==> config.mk <==
export PLATFORM = sky130hd
export DESIGN_NAME = prog_loader
export DESIGN_NICKNAME = d
export VERILOG_FILES = /design/src/rtl/prog_loader.sv
export SDC_FILE = /design/constraint.sdc
export NUM_CORES = 1
export LEC_CHECK = 0
export CORE_MARGIN = 1.5
export CORE_UTILIZATION = 25
export CTS_CLUSTER_SIZE = 20
export DETAILED_ROUTE_END_ITERATION = 12
export SLEW_MARGIN = 5
export SYNTH_ARGS = -nofsm -noshare
export SYNTH_HDL_FRONTEND = slang
export SYNTH_SLANG_ARGS = --single-unit
==> constraint.sdc <==
create_clock -name clk_i -period 2.8 [get_ports clk_i]
set_input_delay 0.56 -clock clk_i [delete_from_list [all_inputs] [get_ports clk_i]]
set_output_delay 0.56 -clock clk_i [all_outputs]
set_load 0.005 [all_outputs]
==> src/rtl/prog_loader.sv <==
// Serial program loader: parses framed host bytes into 18-bit program-memory writes,
// holds the MCU in reset while loading and answers each frame with ACK or NAK.
module prog_loader #(
  parameter int unsigned TIMEOUT_CYCLES = 1_000_000
) (
  input  logic        clk_i,
  input  logic        rst_i,
  input  logic [7:0]  rx_data_i,
  input  logic        rx_valid_i,
  output logic [7:0]  tx_data_o,
  output logic        tx_valid_o,
  input  logic        tx_ready_i,
  output logic        prog_we_o,
  output logic [9:0]  prog_waddr_o,
  output logic [17:0] prog_wdata_o,
  output logic        cpu_rst_o,
  output logic        load_err_o
);

  // state   | meaning
  // IDLE    | waiting for 0xA5 start byte
  // CNT_HI  | expecting word count high byte
  // CNT_LO  | expecting word count low byte
  // B2      | expecting word byte 2 (bits 17:16 in [1:0])
  // B1      | expecting word byte 1
  // B0      | expecting word byte 0
  // WRITE   | one-cycle program memory write
  // CSUM    | expecting checksum byte
  // RESP    | presenting ACK/NAK until the transmitter takes it
  typedef enum logic [3:0] {
    S_IDLE, S_CNT_HI, S_CNT_LO, S_B2, S_B1, S_B0, S_WRITE, S_CSUM, S_RESP
  } state_t;

  localparam logic [7:0] SYNC = 8'hA5;
  localparam logic [7:0] ACK  = 8'h06;
  localparam logic [7:0] NAK  = 8'h15;
  localparam int         TW   = $clog2(TIMEOUT_CYCLES + 1);
  localparam logic [TW-1:0] T_RELOAD = TW'(TIMEOUT_CYCLES - 1);

  state_t        state_q;
  logic [7:0]    sum_q;
  logic [7:0]    cnt_hi_q;
  logic [10:0]   n_q;
  logic [10:0]   wcnt_q;
  logic [1:0]    b2_q;
  logic [7:0]    b1_q;
  logic [TW-1:0] timer_q;
  logic [9:0]    addr_q;
  logic [17:0]   wdata_q;
  logic          prog_we_q;
  logic [7:0]    tx_data_q;
  logic          tx_valid_q;
  logic          cpu_rst_q;
  logic          load_err_q;

  logic [7:0]  sum_d;
  logic [15:0] count_d;
  logic [10:0] wcnt_d;

  always_comb begin
    sum_d   = sum_q + rx_data_i;
    count_d = {cnt_hi_q, rx_data_i};
    wcnt_d  = wcnt_q + 11'd1;
  end

  always_ff @(posedge clk_i) begin
    if (rst_i) begin
      state_q    <= S_IDLE;
      sum_q      <= '0;
      cnt_hi_q   <= '0;
      n_q        <= '0;
      wcnt_q     <= '0;
      b2_q       <= '0;
      b1_q       <= '0;
      timer_q    <= '0;
      addr_q     <= '0;
      wdata_q    <= '0;
      prog_we_q  <= 1'b0;
      tx_data_q  <= '0;
      tx_valid_q <= 1'b0;
      cpu_rst_q  <= 1'b0;
      load_err_q <= 1'b0;
    end else begin
      prog_we_q <= 1'b0;
      unique case (state_q)
        S_IDLE: begin
          if (rx_valid_i && rx_data_i == SYNC) begin
            state_q    <= S_CNT_HI;
            sum_q      <= '0;
            load_err_q <= 1'b0;
            cpu_rst_q  <= 1'b1;
            timer_q    <= T_RELOAD;
          end
        end
        S_CNT_HI, S_CNT_LO, S_B2, S_B1, S_B0, S_CSUM: begin
          if (rx_valid_i) begin
            timer_q <= T_RELOAD;
            sum_q   <= sum_d;
            unique case (state_q)
              S_CNT_HI: begin
                cnt_hi_q <= rx_data_i;
                state_q  <= S_CNT_LO;
              end
              S_CNT_LO: begin
                if (count_d > 16'd1024) begin
                  state_q    <= S_RESP;
                  tx_data_q  <= NAK;
                  tx_valid_q <= 1'b1;
                  load_err_q <= 1'b1;
                end else if (count_d == 16'd0) begin
                  state_q <= S_CSUM;
                end else begin
                  state_q <= S_B2;
                  n_q     <= count_d[10:0];
                  wcnt_q  <= '0;
                  addr_q  <= '0;
                end
              end
              S_B2: begin
                b2_q    <= rx_data_i[1:0];
                state_q <= S_B1;
              end
              S_B1: begin
                b1_q    <= rx_data_i;
                state_q <= S_B0;
              end
              S_B0: begin
                wdata_q   <= {b2_q, b1_q, rx_data_i};
                prog_we_q <= 1'b1;
                state_q   <= S_WRITE;
              end
              default: begin
                // checksum byte itself is compared against the sum so far
                state_q    <= S_RESP;
                tx_valid_q <= 1'b1;
                if (rx_data_i == sum_q) begin
                  tx_data_q <= ACK;
                end else begin
                  tx_data_q  <= NAK;
                  load_err_q <= 1'b1;
                end
              end
            endcase
          end else if (timer_q == '0) begin
            state_q    <= S_RESP;
            tx_data_q  <= NAK;
            tx_valid_q <= 1'b1;
            load_err_q <= 1'b1;
          end else begin
            timer_q <= timer_q - 1'b1;
          end
        end
        S_WRITE: begin
          addr_q  <= addr_q + 10'd1;
          wcnt_q  <= wcnt_d;
          state_q <= (wcnt_d == n_q) ? S_CSUM : S_B2;
        end
        S_RESP: begin
          if (tx_ready_i) begin
            tx_valid_q <= 1'b0;
            state_q    <= S_IDLE;
            if (tx_data_q == ACK) cpu_rst_q <= 1'b0;
          end
        end
        default: state_q <= S_IDLE;
      endcase
    end
  end

  assign tx_data_o    = tx_data_q;
  assign tx_valid_o   = tx_valid_q;
  assign prog_we_o    = prog_we_q;
  assign prog_waddr_o = addr_q;
  assign prog_wdata_o = wdata_q;
  assign cpu_rst_o    = cpu_rst_q;
  assign load_err_o   = load_err_q;

endmodule
# Word level (Yosys, flattened, before mapping)
# Cells that the tools add are included.
dict set report classes {
  n_addsub 4
  mux 47
  order_cmp 1
  n_eq_ne 26
  n_reduce_logical 25
  n_bitwise 4
}
# cell count
set op_table {}
lappend op_table {{20-bit two-way mux} 3}
lappend op_table {{11-bit two-way mux} 4}
lappend op_table {{10-bit two-way mux} 4}
lappend op_table {{8-bit two-way mux} 5}
lappend op_table {{20-bit case mux with 2 select lines} 1}
lappend op_table {{8-bit case mux with 2 select lines} 2}
lappend op_table {{11-bit case mux with 2 select lines} 1}
lappend op_table {{3-bit AND reduction} 7}
lappend op_table {{20-bit zero test} 1}
lappend op_table {{4-bit two-way mux} 5}
lappend op_table {{10-bit case mux with 2 select lines} 1}
lappend op_table {{4-bit case mux with 5 select lines} 1}
lappend op_table {{20-bit by 1-bit subtractor with 20-bit output (second input constant)} 1}
lappend op_table {{4-bit by 3-bit == test with 1-bit output (second input constant)} 4}
lappend op_table {{16-bit by 11-bit > comparator with 1-bit output (second input constant)} 1}
lappend op_table {{16-bit zero test} 1}
lappend op_table {{2-bit inequality test (second input constant)} 8}
lappend op_table {{4-bit case mux with 4 select lines} 1}
lappend op_table {{5-bit AND reduction} 3}
lappend op_table {{3-bit inequality test (second input constant)} 4}
lappend op_table {{11-bit by 1-bit adder with 11-bit output (second input constant)} 1}
lappend op_table {{11-bit == test} 1}
lappend op_table {{1-bit two-way mux} 11}
lappend op_table {{10-bit by 1-bit adder with 10-bit output (second input constant)} 1}
lappend op_table {{20 further kinds} 35}
dict set report totals {
  reg_bits 112
  elab_cells 122
}

# Longest topological paths before layout
# Gate-level depths: netlist of the first run.
dict set report logic_depth {
  word_depth 6
  ltp_mapped 10
  mapped_depth_nobuf 8
}

# Worst setup path after synthesis of the first run
# No wires, ideal clock.
dict set report synth_timing {
  path_type {input-to-reg}
  startpoint {input rx_data_i[6]}
  endpoint {register addr_q[6], in the netlist prog_waddr_o[6]}
  stages 7
  path_slack_ns 0.320
  n_path_buf 1
  t_arrival_ns 2.410
  setup_time_ns 0.071
  cell_sequence {or4_4 o31ai_2 a31o_2 buf_2 nand4_1 or3_1 a21oi_1}
}
dict set report synth_between {
  elab_chain_len 3
  word_cells_on_any_way 5
  classes_between {1 x order compare; 2 x eq/ne; 2 x reduce/logical}
}
# element line_no
set synth_rtl {}
lappend synth_rtl {{from (decl)} 8} ;# input logic [7:0] rx_data_i,
lappend synth_rtl {{16-bit by 11-bit > comparator with 1-bit output / 16-bit zero test (equally long branches)} {105, 110}}
lappend synth_rtl {{2-bit inequality test (no source line)} -}
lappend synth_rtl {{5-bit AND reduction (no source line) *} -}
lappend synth_rtl {{to (signal assigned)} 154} ;# addr_q <= addr_q + 10'd1;
lappend synth_rtl {{to (decl)} 48} ;# logic [9:0] addr_q;
# Mark *: on every way between the ends. The rest lies on a longest branch, timed or not.
# A chain may end at the register's enable or synchronous reset.

# Worst setup path after layout of the first run
dict set report layout_timing {
  startpoint {input rx_data_i[6]}
  endpoint {register n_q[3]}
}
dict set report layout_between {
  elab_chain_len 3
  word_cells_on_any_way 5
  classes_between {1 x order compare; 2 x bitwise; 2 x reduce/logical}
}
# element line_no
set layout_rtl {}
lappend layout_rtl {{16-bit by 11-bit > comparator with 1-bit output / 16-bit zero test (equally long branches)} {105, 110}}
lappend layout_rtl {{1-bit NOT (no source line)} -}
lappend layout_rtl {{5-bit AND reduction (no source line) *} -}
lappend layout_rtl {{to (signal assigned)} 114} ;# n_q <= count_d[10:0];
lappend layout_rtl {{to (decl)} 43} ;# logic [10:0] n_q;
# Marks and branches as above.

==> flow_metrics.tcl, run 1 <==
set metrics [dict create \
    status "complete, no violations" \
    cts_sinks 107 \
    drc 0 \
    grt_pass1_wl_mm 22.5 \
    row_count 52 \
    vdd_drop_max_mv 0.416 \
    clock_latency_ns 0.37 \
    p_sw_mw 1.82 \
    via_per_inst 4.70 \
    worstSetupEndpointType "flop" \
    slew_viol_final 0 \
    fin_total_pwr_mw 4.99 \
    syn_to_final_growth_pct 25.0 \
    cts_inserted_buffers 9 \
    crit_chain "clkdlybuf4s50_1, or4_4, or4_1, and2_1, and4_1, nand2_1, a21oi_1" \
    die_x_um 148 \
    cp_num_buf_inv 1 \
    die_area_mm2 0.0220 \
    whs_path_depth 2 \
    finalSetupViolCount 0 \
    clk_path_buf_depth 2 \
    yosys_most_used_dff "dfxtp_1" \
    post-place-ws_ns -0.304 \
    wirelength_mm 13.4 \
    grt_util_all_layers_pct 12.8 \
    synth.most_common_cell "dfxtp_1" \
    clock_skew_ns 0.0145 \
    p_comb_share_pct 36.2 \
    diodes 0 \
    sw_frac_of_total_pct 36.5 \
    synth_edf_count 0 \
    hold_viol 0 \
    hold_class "flop to flop" \
    ctsHtreeMaxLevel 3 \
    antenna_found_initial 0 \
    multi_input_area_mm2 0.00294 \
    synth.top_cells.by_area "dfxtp_1, a21oi_1, nand2_1, nor2_1, xor2_1" \
    grt-ovfl-total 0 \
    fin_crit_sh_pct 96.2 \
    drive_gt1_share_pct 11.5 \
    core_mm2 0.0205 \
    wl_per_cell_um 13.8 \
    cp-start-kind "input port" \
    max_freq_mhz 371 \
    place_congestion 0.839 \
    yosys_warnings 0 \
    fin_nets 722 \
    leakage_nw 2.36 \
    ys_ff_latch 107 \
    register_area_mm2 0.00214 \
    fin_util_pct 32.2 \
    max_stage_delay_ns 0.60 \
    r2r_cells 7 \
    port-buffer-count 47 \
    synth_cells 632 \
    required_ns 3.03 \
    vias 4578 \
    fillers 2159 \
    root_buffer "clkbuf_16" \
    clk_pin_slew_worst_paths_ns 0.09 \
    synthDistinctLibCells 63 \
    fin_area_mm2 0.00659 \
    drtIter0Drc 324 \
    p_int_mw 3.17 \
    synth_top_area_share_pct 40.6 \
    ant_nets 0 \
    cts_tree "built" \
    dpl-instance-area_mm2 0.00626 \
    slowest_stage "or4_4" \
    clockPowerShare_pct 26.3 \
    powerDensity_mw_per_mm2 756 \
    fin_crit_ns 2.69 \
    syn-cell-area_mm2 0.00528 \
    worst_slew_pin_slew_ns 0.810 \
    grt_max_degree 51 \
    yosysTopAreaCell "dfxtp_1" \
    crit_fanout 11 \
    rsz0062_at_grt "true" \
    pin_count 52 \
    timing.hold.ws_ns 0.457 \
    slew_headroom_pct 45.9 \
    drt_pass1_iterations 4 \
    seq_area_frac_synth_pct 40.6 \
    p_seq_share_pct 37.5 \
    synth_common_cells "dfxtp_1, nand2_1, nor2_1" \
    dpl.hpwl_mm 9.69 \
    syn_avg_cell_area_um2 8.35 \
    synthArstFlopShare_pct 0 \
    grt_pass1_vias 4351 \
    cpLargestDelayFamily "simple AND/OR/NAND/NOR gates" \
    critPathArrivalTime_ns 2.93 \
    worst_slack_ns 0.105 \
    crit_type "input port to flop" \
    die_y_um 148 \
    cp_num_cells 7 \
    start_util_pct 25.7 \
    max_cap_viol_count 0 \
]
-- cell type report --
type / count / share of cell area, %
clock inverters: 7 / 1.18
multi-input cells: 474 / 44.5
flip-flops and latches: 107 / 32.5
well taps: 270 / 5.12
repair buffers: 93 / 12.5
clock buffers: 9 / 3.42
inverters: 14 / 0.797
-- power by group through the flow --
| stage | registers [mW] | clock network, mW | logic (mW) |
|---|---|---|---|
| 2_1_floorplan | 1.86 | 0 | 1.18 |
| 5_1_grt | 1.90 | 1.40 | 2.02 |
| 3_3_place_gp | 1.90 | 0 | 1.77 |
| 6_report | 1.87 | 1.31 | 1.81 |
| 4_1_cts | 1.87 | 1.35 | 1.79 |
| 3_5_place_dp | 1.90 | 0 | 1.78 |
-- worst min-delay path: stages, from the launching register on --
cell     delay, ns
dfxtp_1       0.32
nand2_1       0.06
a21oi_1       0.05
-- layout by cell type, fill, tap and decap left out, types with 3 or more instances in the layout --
| cell type | synthesis | routed |
|---|---|---|
| a211oi_1 | 5 | 5 |
| a21o_1 | 3 | 3 |
| a21oi_1 | 66 | 66 |
| a22o_1 | 5 | 5 |
| a311oi_1 | 3 | 3 |
| and3_1 | 9 | 9 |
| buf_4 | 5 | 45 |
| clkbuf_16 | 0 | 9 |
| clkdlybuf4s50_1 | 0 | 46 |
| conb_1 | 1 | 4 |
| dfxtp_1 | 107 | 107 |
| ha_1 | 10 | 10 |
| inv_1 | 13 | 13 |
| inv_6 | 0 | 3 |
| mux2i_1 | 20 | 20 |
| nand2_1 | 75 | 75 |
| nand2b_1 | 4 | 4 |
| nand3_1 | 21 | 21 |
| nand3b_1 | 6 | 6 |
| nand4_1 | 20 | 20 |
| nor2_1 | 69 | 69 |
| nor2b_1 | 5 | 5 |
| nor3_1 | 10 | 9 |
| nor3b_1 | 6 | 5 |
| nor4_1 | 11 | 11 |
| o21ai_0 | 11 | 11 |
| o21bai_1 | 3 | 3 |
| o41ai_1 | 3 | 3 |
| or2_2 | 4 | 4 |
| or3_1 | 5 | 5 |
| or4_1 | 6 | 6 |
| xnor2_1 | 26 | 26 |
| xor2_1 | 27 | 27 |
-- logic make-up after synthesis --
family | share of synthesized area [%]
other | 0.0711
xor gates and xnor gates | 8.80
DFF | 40.6
AOI/OAI and AO/OA | 13.2
buffers and inverters | 4.60
and+or+nand+nor | 25.9
muxes | 4.01
adders and majority gates | 2.75
-- sequential cells by signal, summed over array words and instances, names as in the netlist --
register and cells:
sum_q 8, load_err_o 1, timer_q 20, tx_valid_o 1, prog_we_o 1, wcnt_q 11, cnt_hi_q 8, prog_wdata_o 18
state_q 4, prog_waddr_o 10, b1_q 8, cpu_rst_o 1, n_q 11, tx_data_o 3, b2_q 2
-- final timing paths --
| path | endpoint | slack (ns) | from |
|---|---|---|---|
| worst max register to register | timer_q[8]$_SDFFE_PP0P_ | 0.25 | timer_q[14]$_SDFFE_PP0P_ |
| worst min register to register | prog_wdata_o[14]$_SDFFE_PP0P_ | 0.46 | b1_q[6]$_SDFFE_PP0P_ |
| worst max-delay path | n_q[3]$_SDFFE_PP0P_ | 0.11 | rx_data_i[6] |
| worst min-delay path | prog_wdata_o[14]$_SDFFE_PP0P_ | 0.46 | b1_q[6]$_SDFFE_PP0P_ |
-- routing by layer --
layer	global-route usage [%]	vias to the layer above	wire, um
met4	5.00	0	214
met3	2.15	12	344
met1	17.8	2156	6880
met5	0	-	0
li1	-	2352	-
met2	19.8	58	6000
-- timing repair --
| item | 4_1_cts | 5_1_grt |
|---|---|---|
| buffers inserted | 0 | 0 |
| hold buffers | 0 | 0 |
| setup endpoints to repair | 0 | 10 |
| gates resized for setup | 0 | 4 |
| hold endpoints to repair | 0 | 0 |
-- stage by stage --
| step | TNS, ns | std cells |
|---|---|---|
| after floorplan | 0 | 635 |
| after global placement | -10.10 | 958 |
| after detailed placement | -10.21 | 958 |
| after CTS | 0 | 974 |
| after global routing | 0 | 974 |
| final | 0 | 974 |
(Power assumes the default switching activity.)
==> inputs of run 2 (changes only) <==
--- a/config.mk
+++ b/config.mk
@@ -5,10 +5,10 @@
 export SDC_FILE = /design/constraint.sdc
 export NUM_CORES = 1
 export LEC_CHECK = 0
-export CORE_MARGIN = 1.5
 export CORE_UTILIZATION = 25
 export CTS_CLUSTER_SIZE = 20
 export DETAILED_ROUTE_END_ITERATION = 12
+export GPL_TIMING_DRIVEN = 0
 export SLEW_MARGIN = 5
 export SYNTH_ARGS = -nofsm -noshare
 export SYNTH_HDL_FRONTEND = slang
==> flow_metrics.tcl, run 2 (synthesis results as in run 1) <==
set metrics [dict create \
    r2r_cells 8 \
    cts_tree "built" \
    diodes 0 \
    slowest_stage "or4_4" \
    die_y_um 147 \
    p_seq_share_pct 38.6 \
    wl_per_cell_um 14.0 \
    drtIter0Drc 360 \
    syn_to_final_growth_pct 22.8 \
    die_x_um 147 \
    hold_viol 0 \
    grt_max_degree 22 \
    largest_reg_flops 20 \
    max_stage_delay_ns 0.60 \
    cp_num_buf_inv 1 \
    cp-start-kind "input port" \
    worstSetupEndpointType "flop" \
    crit_chain "dlygate4sd2_1, or4_4, o31ai_4, a31o_2, nand4_1, or3_1, a21oi_1" \
    drive_gt1_share_pct 7.88 \
    dpl.hpwl_mm 9.73 \
    vias 4564 \
    worst_r2r_endpoint "timer_q[9]$_SDFFE_PP0P_" \
    cts_hold_buffers 0 \
    max_freq_mhz 371 \
    required_ns 3.10 \
    drt_pass1_iterations 4 \
    whs_path_depth 2 \
    p_sw_mw 1.81 \
    clock_skew_ns 0.0131 \
    status "complete, no violations" \
    clock_latency_ns 0.37 \
    min-delay-start "prog_wdata_o[2]$_SDFFE_PP0P_" \
    vdd_drop_max_mv 0.321 \
    drc 0 \
    cts_inserted_buffers 9 \
    clk_pin_slew_worst_paths_ns 0.08 \
    clockPowerShare_pct 27.5 \
    grt_pass1_vias 4324 \
    port-buffer-count 46 \
    antenna_found_initial 0 \
    start_util_pct 25.8 \
    leakage_nw 2.26 \
    multi_input_area_mm2 0.00297 \
    place_congestion 0.860 \
    fin_nets 716 \
    cpLargestDelayFamily "simple AND/OR/NAND/NOR gates" \
    fillers 2198 \
    wirelength_mm 13.5 \
    sw_frac_of_total_pct 37.2 \
    grt-ovfl-total 0 \
    timing.hold.ws_ns 0.455 \
    p_int_mw 3.06 \
    whs_endpoint "prog_wdata_o[2]$_SDFFE_PP0P_" \
    crit_type "input port to flop" \
    via_per_inst 4.71 \
    cts_sinks 107 \
    pin_count 52 \
    critPathArrivalTime_ns 3.00 \
    grt_util_all_layers_pct 13.3 \
    hold_class "flop to flop" \
    fin_crit_sh_pct 96.3 \
    slew_headroom_pct 46.8 \
    final_common_cell "dfxtp_1" \
    grt_pass1_wl_mm 22.8 \
    final_cell_mix "dfxtp_1, nand2_1, nor2_1" \
    rsz0062_at_grt "false" \
    worst_slew_pin_slew_ns 0.794 \
    register_area_mm2 0.00214 \
    ant_nets 0 \
    top_register "timer_q" \
    fin_crit_ns 2.70 \
    max_cap_viol_count 0 \
    row_count 52 \
    clk_path_buf_depth 2 \
    die_area_mm2 0.0217 \
    crit_fanout 10 \
    fin_cells 968 \
    ctsHtreeMaxLevel 3 \
    slew_viol_final 0 \
    finalSetupViolCount 0 \
    core_mm2 0.0204 \
    powerDensity_mw_per_mm2 751 \
    reg2reg_slack_ns 0.24 \
    crit-reg2reg-launch "timer_q[14]$_SDFFE_PP0P_" \
    root_buffer "clkbuf_16" \
    p_comb_share_pct 33.9 \
    placedCellCount 951 \
]
run 2: cell types whose count changed in the layout (fill, tap and decap cells not counted), moves of 3 or more:
cell / change
dlygate4sd2_1: +7
clkbuf_1: +25
buf_2: +3
clkbuf_2: +3
clkdlybuf4s50_1: -7
buf_4: -38
run 2: timing repair:
item | in CTS | in global routing
pin swaps | 1 | 2
buffers inserted | 1 | 1
resized for setup | 15 | 15
setup endpoints to repair | 68 | 53
cloned | 0 | 0
hold endpoints to repair | 0 | 0
run 2: metrics by stage:
| stage | utilization [%] | TNS, ns | instance area [um^2] | worst slack (ns) | power, mW |
|---|---|---|---|---|---|
| CTS | 31.6 | 0 | 6450 | 0.0119 | 4.90 |
| global placement | 29.8 | -51.55 | 6080 | -0.886 | 3.47 |
| global route | 31.7 | 0 | 6480 | 0.0141 | 5.20 |
| detailed placement | 29.8 | -49.39 | 6080 | -0.847 | 3.48 |
| floorplan | - | 0 | 5290 | 0.320 | 3.04 |
| finish | 31.7 | 0 | 6480 | 0.105 | 4.87 |
run 2: power by group through the flow:
stage | logic (mW) | clock network, mW | registers (mW)
floorplan | 1.18 | 0 | 1.86
global placement | 1.57 | 0 | 1.90
detailed placement | 1.58 | 0 | 1.90
CTS | 1.64 | 1.38 | 1.88
global route | 1.85 | 1.45 | 1.91
finish | 1.65 | 1.34 | 1.88
run 2: worst max path at each step:
stage	startpoint	to	slack, ns	cells after the start
after floorplan	rx_data_i[6]	prog_waddr_o[6]$_SDFFE_PP0P_	0.32	7
after global placement	rx_data_i[1]	prog_waddr_o[1]$_SDFFE_PP0P_	-0.89	7
after detailed placement	rx_data_i[1]	prog_waddr_o[1]$_SDFFE_PP0P_	-0.85	7
after CTS	rx_data_i[1]	prog_waddr_o[6]$_SDFFE_PP0P_	0.01	8
after global routing	rx_data_i[1]	timer_q[5]$_SDFFE_PP0P_	0.01	7
final	rx_data_i[0]	prog_waddr_o[6]$_SDFFE_PP0P_	0.10	7
run 2: area by class of cell:
type,count,share of cell area [%]
multi-input combinational,474,45.9
inverter,14,0.811
sequential,107,33.1
buffer,39,2.97
timing repair buffer,48,7.20
clock inverter,6,1.20
clock buffer,10,3.69
tap,270,5.21
run 2: routing by layer:
layer | share of wire, % | wire, um | track usage [%] | vias up
met2 | 44 | 5960 | 21.1 | 93
met5 | 0 | 0 | 0 | -
li1 | - | - | - | 2343
met1 | 49 | 6660 | 17.8 | 2116
met3 | 5.2 | 707 | 2.95 | 12
met4 | 1.6 | 214 | 4.23 | 0
run 2: worst register-to-register path: stages, from the launching register on:
cell and delay (ns):
dfxtp_1 0.34, or4_1 0.58, or3b_1 0.40, or4_1 0.49
buf_6 0.16, buf_8 0.13, nand3_1 0.08, xor2_1 0.16
a21oi_1 0.08
==> inputs of run 3 (changes only) <==
--- a/config.mk
+++ b/config.mk
@@ -5,10 +5,12 @@
 export SDC_FILE = /design/constraint.sdc
 export NUM_CORES = 1
 export LEC_CHECK = 0
-export CORE_UTILIZATION = 25
+export CORE_UTILIZATION = 57
 export CTS_CLUSTER_SIZE = 20
 export DETAILED_ROUTE_END_ITERATION = 12
-export GPL_TIMING_DRIVEN = 0
+export GPL_TIMING_DRIVEN = 1
+export HOLD_SLACK_MARGIN = 0.15
+export PLACE_DENSITY = 0.8
 export SLEW_MARGIN = 5
 export SYNTH_ARGS = -nofsm -noshare
 export SYNTH_HDL_FRONTEND = slang
==> flow_metrics.tcl, run 3 (synthesis results as in run 1) <==
set metrics [dict create \
    die_y_um 98.2 \
    drive_gt1_share_pct 10.2 \
    vias 4690 \
    critPathArrivalTime_ns 2.98 \
    multi_input_area_mm2 0.00292 \
    grt_util_all_layers_pct 26.9 \
    p_int_mw 2.85 \
    clockPowerShare_pct 21.3 \
    slew_headroom_pct 56.3 \
    via_per_inst 5.83 \
    dr_wl_met3_um 588 \
    finalSetupViolCount 0 \
    grt_pass1_wl_mm 20.9 \
    fin_crit_sh_pct 95.2 \
    diodes 0 \
    ctsHtreeMaxLevel 3 \
    syn_to_final_growth_pct 18.1 \
    hold_viol 0 \
    row_count 34 \
    ant_nets 0 \
    worst_slew_pin_slew_ns 0.649 \
    drt-met1-wl_mm 5.69 \
    slew_viol_final 0 \
    place_congestion 0.934 \
    fin_nets 714 \
    fillers 724 \
    dpl.hpwl_mm 8.85 \
    cts_hold_buffers 0 \
    register_area_mm2 0.00214 \
    worst_slack_ns 0.136 \
    violations "design-rule violations" \
    rsz0062_at_grt "true" \
    top_register "timer_q" \
    sw_frac_of_total_pct 38.1 \
    required_ns 3.12 \
    hold_class "flop to flop" \
    route.met2.wl_mm 6.01 \
    cp-start-kind "input port" \
    fin_crit_ns 2.66 \
    tns_ns 0 \
    largest_reg_flops 20 \
    port-buffer-count 47 \
    grt_pass1_vias 4421 \
    p_seq_share_pct 41.1 \
    cts_inserted_buffers 9 \
    clock_skew_ns 0.0198 \
    leakage_nw 2.29 \
    max_cap_viol_count 0 \
    p_sw_mw 1.75 \
    antenna_found_initial 0 \
    postCtsSetupBuffers 0 \
    root_buffer "clkbuf_8" \
    worstSetupEndpointType "flop" \
    routed.top_layer "met4" \
    grt_max_degree 49 \
    drc 4 \
    vdd_drop_max_mv 0.335 \
    final_common_cell "dfxtp_1" \
    clock_latency_ns 0.39 \
    p_comb_share_pct 37.6 \
    wirelength_mm 12.5 \
    clk_pin_slew_worst_paths_ns 0.12 \
    max_freq_mhz 375 \
    status "finished, violations left" \
    die_x_um 98.2 \
    cts_tree "built" \
    grt-ovfl-total 0 \
    core_mm2 0.00885 \
    powerDensity_mw_per_mm2 737 \
    pin_count 52 \
    drtIter0Drc 254 \
    cts_sinks 107 \
    post-place-ws_ns -0.279 \
    final_cell_mix "dfxtp_1, nand2_1, nor2_1" \
    clk_path_buf_depth 2 \
    start_util_pct 59.6 \
    crit_fanout 4 \
    drt_pass1_iterations 9 \
    crit_type "input port to flop" \
    die_area_mm2 0.00964 \
    wl_per_cell_um 15.5 \
]
run 3: what timing repair did:
action | 4_1_cts | 5_1_grt
setup endpoints to repair | 0 | 1
resized for setup | 0 | 2
endpoints found under the hold margin | 0 | 0
run 3: cell type report:
| class | instances | share of cell area (%) |
|---|---|---|
| Timing Repair Buffer | 85 | 12.2 |
| Inverter | 14 | 0.843 |
| Multi-Input combinational cell | 474 | 46.9 |
| Clock buffer | 9 | 1.99 |
| Clock inverter | 7 | 1.47 |
| Sequential cell | 107 | 34.4 |
| Tap cell | 108 | 2.17 |
run 3: critical path: stages:
cell and delay, ns:
clkdlybuf4s50_1 0.42, or4_4 0.60, nor3_1 0.30, mux2_2 0.22, o2111a_1 0.26, or4b_1 0.44
a21oi_1 0.17
run 3: path summary, 6_finish.rpt:
check                                                   from                            to  slack [ns]  depth (start not counted)
worst min-delay path            prog_wdata_o[2]$_SDFFE_PP0P_  prog_wdata_o[2]$_SDFFE_PP0P_        0.46                          2
worst min register to register  prog_wdata_o[2]$_SDFFE_PP0P_  prog_wdata_o[2]$_SDFFE_PP0P_        0.46                          2
worst max register to register      timer_q[15]$_SDFFE_PP0P_       timer_q[4]$_SDFFE_PP0P_        0.28                          7
worst max-delay path                            rx_data_i[6]  prog_waddr_o[9]$_SDFFE_PP0P_        0.14                          7
run 3: power groups by stage:
stage	registers, mW	clock network (mW)	logic, mW
after global placement	1.91	0	1.62
after CTS	1.88	0.998	1.71
after detailed placement	1.92	0	1.70
final	1.89	0.977	1.73
after global routing	1.91	1.06	1.89
after floorplan	1.86	0	1.18
run 3: routing by layer:
layer | vias to the layer above | global-route usage (%)
met4 | 0 | 8.96
li1 | 2329 | -
met2 | 134 | 45.9
met1 | 2209 | 34.4
met5 | - | 0
met3 | 18 | 4.80
run 3: stage by stage:
step                      power, mW  cell area (um^2)  hold slack (ns)  instances  utilization, %
after floorplan                3.04              5290            0.432        635               -
after global placement         3.53              6000            0.438        788            67.8
after detailed placement       3.61              6000            0.449        788            67.8
after CTS                      4.59              6210            0.466        804            70.2
after global routing           4.86              6230            0.493        804            70.4
final                          4.59              6230            0.462        804            70.4
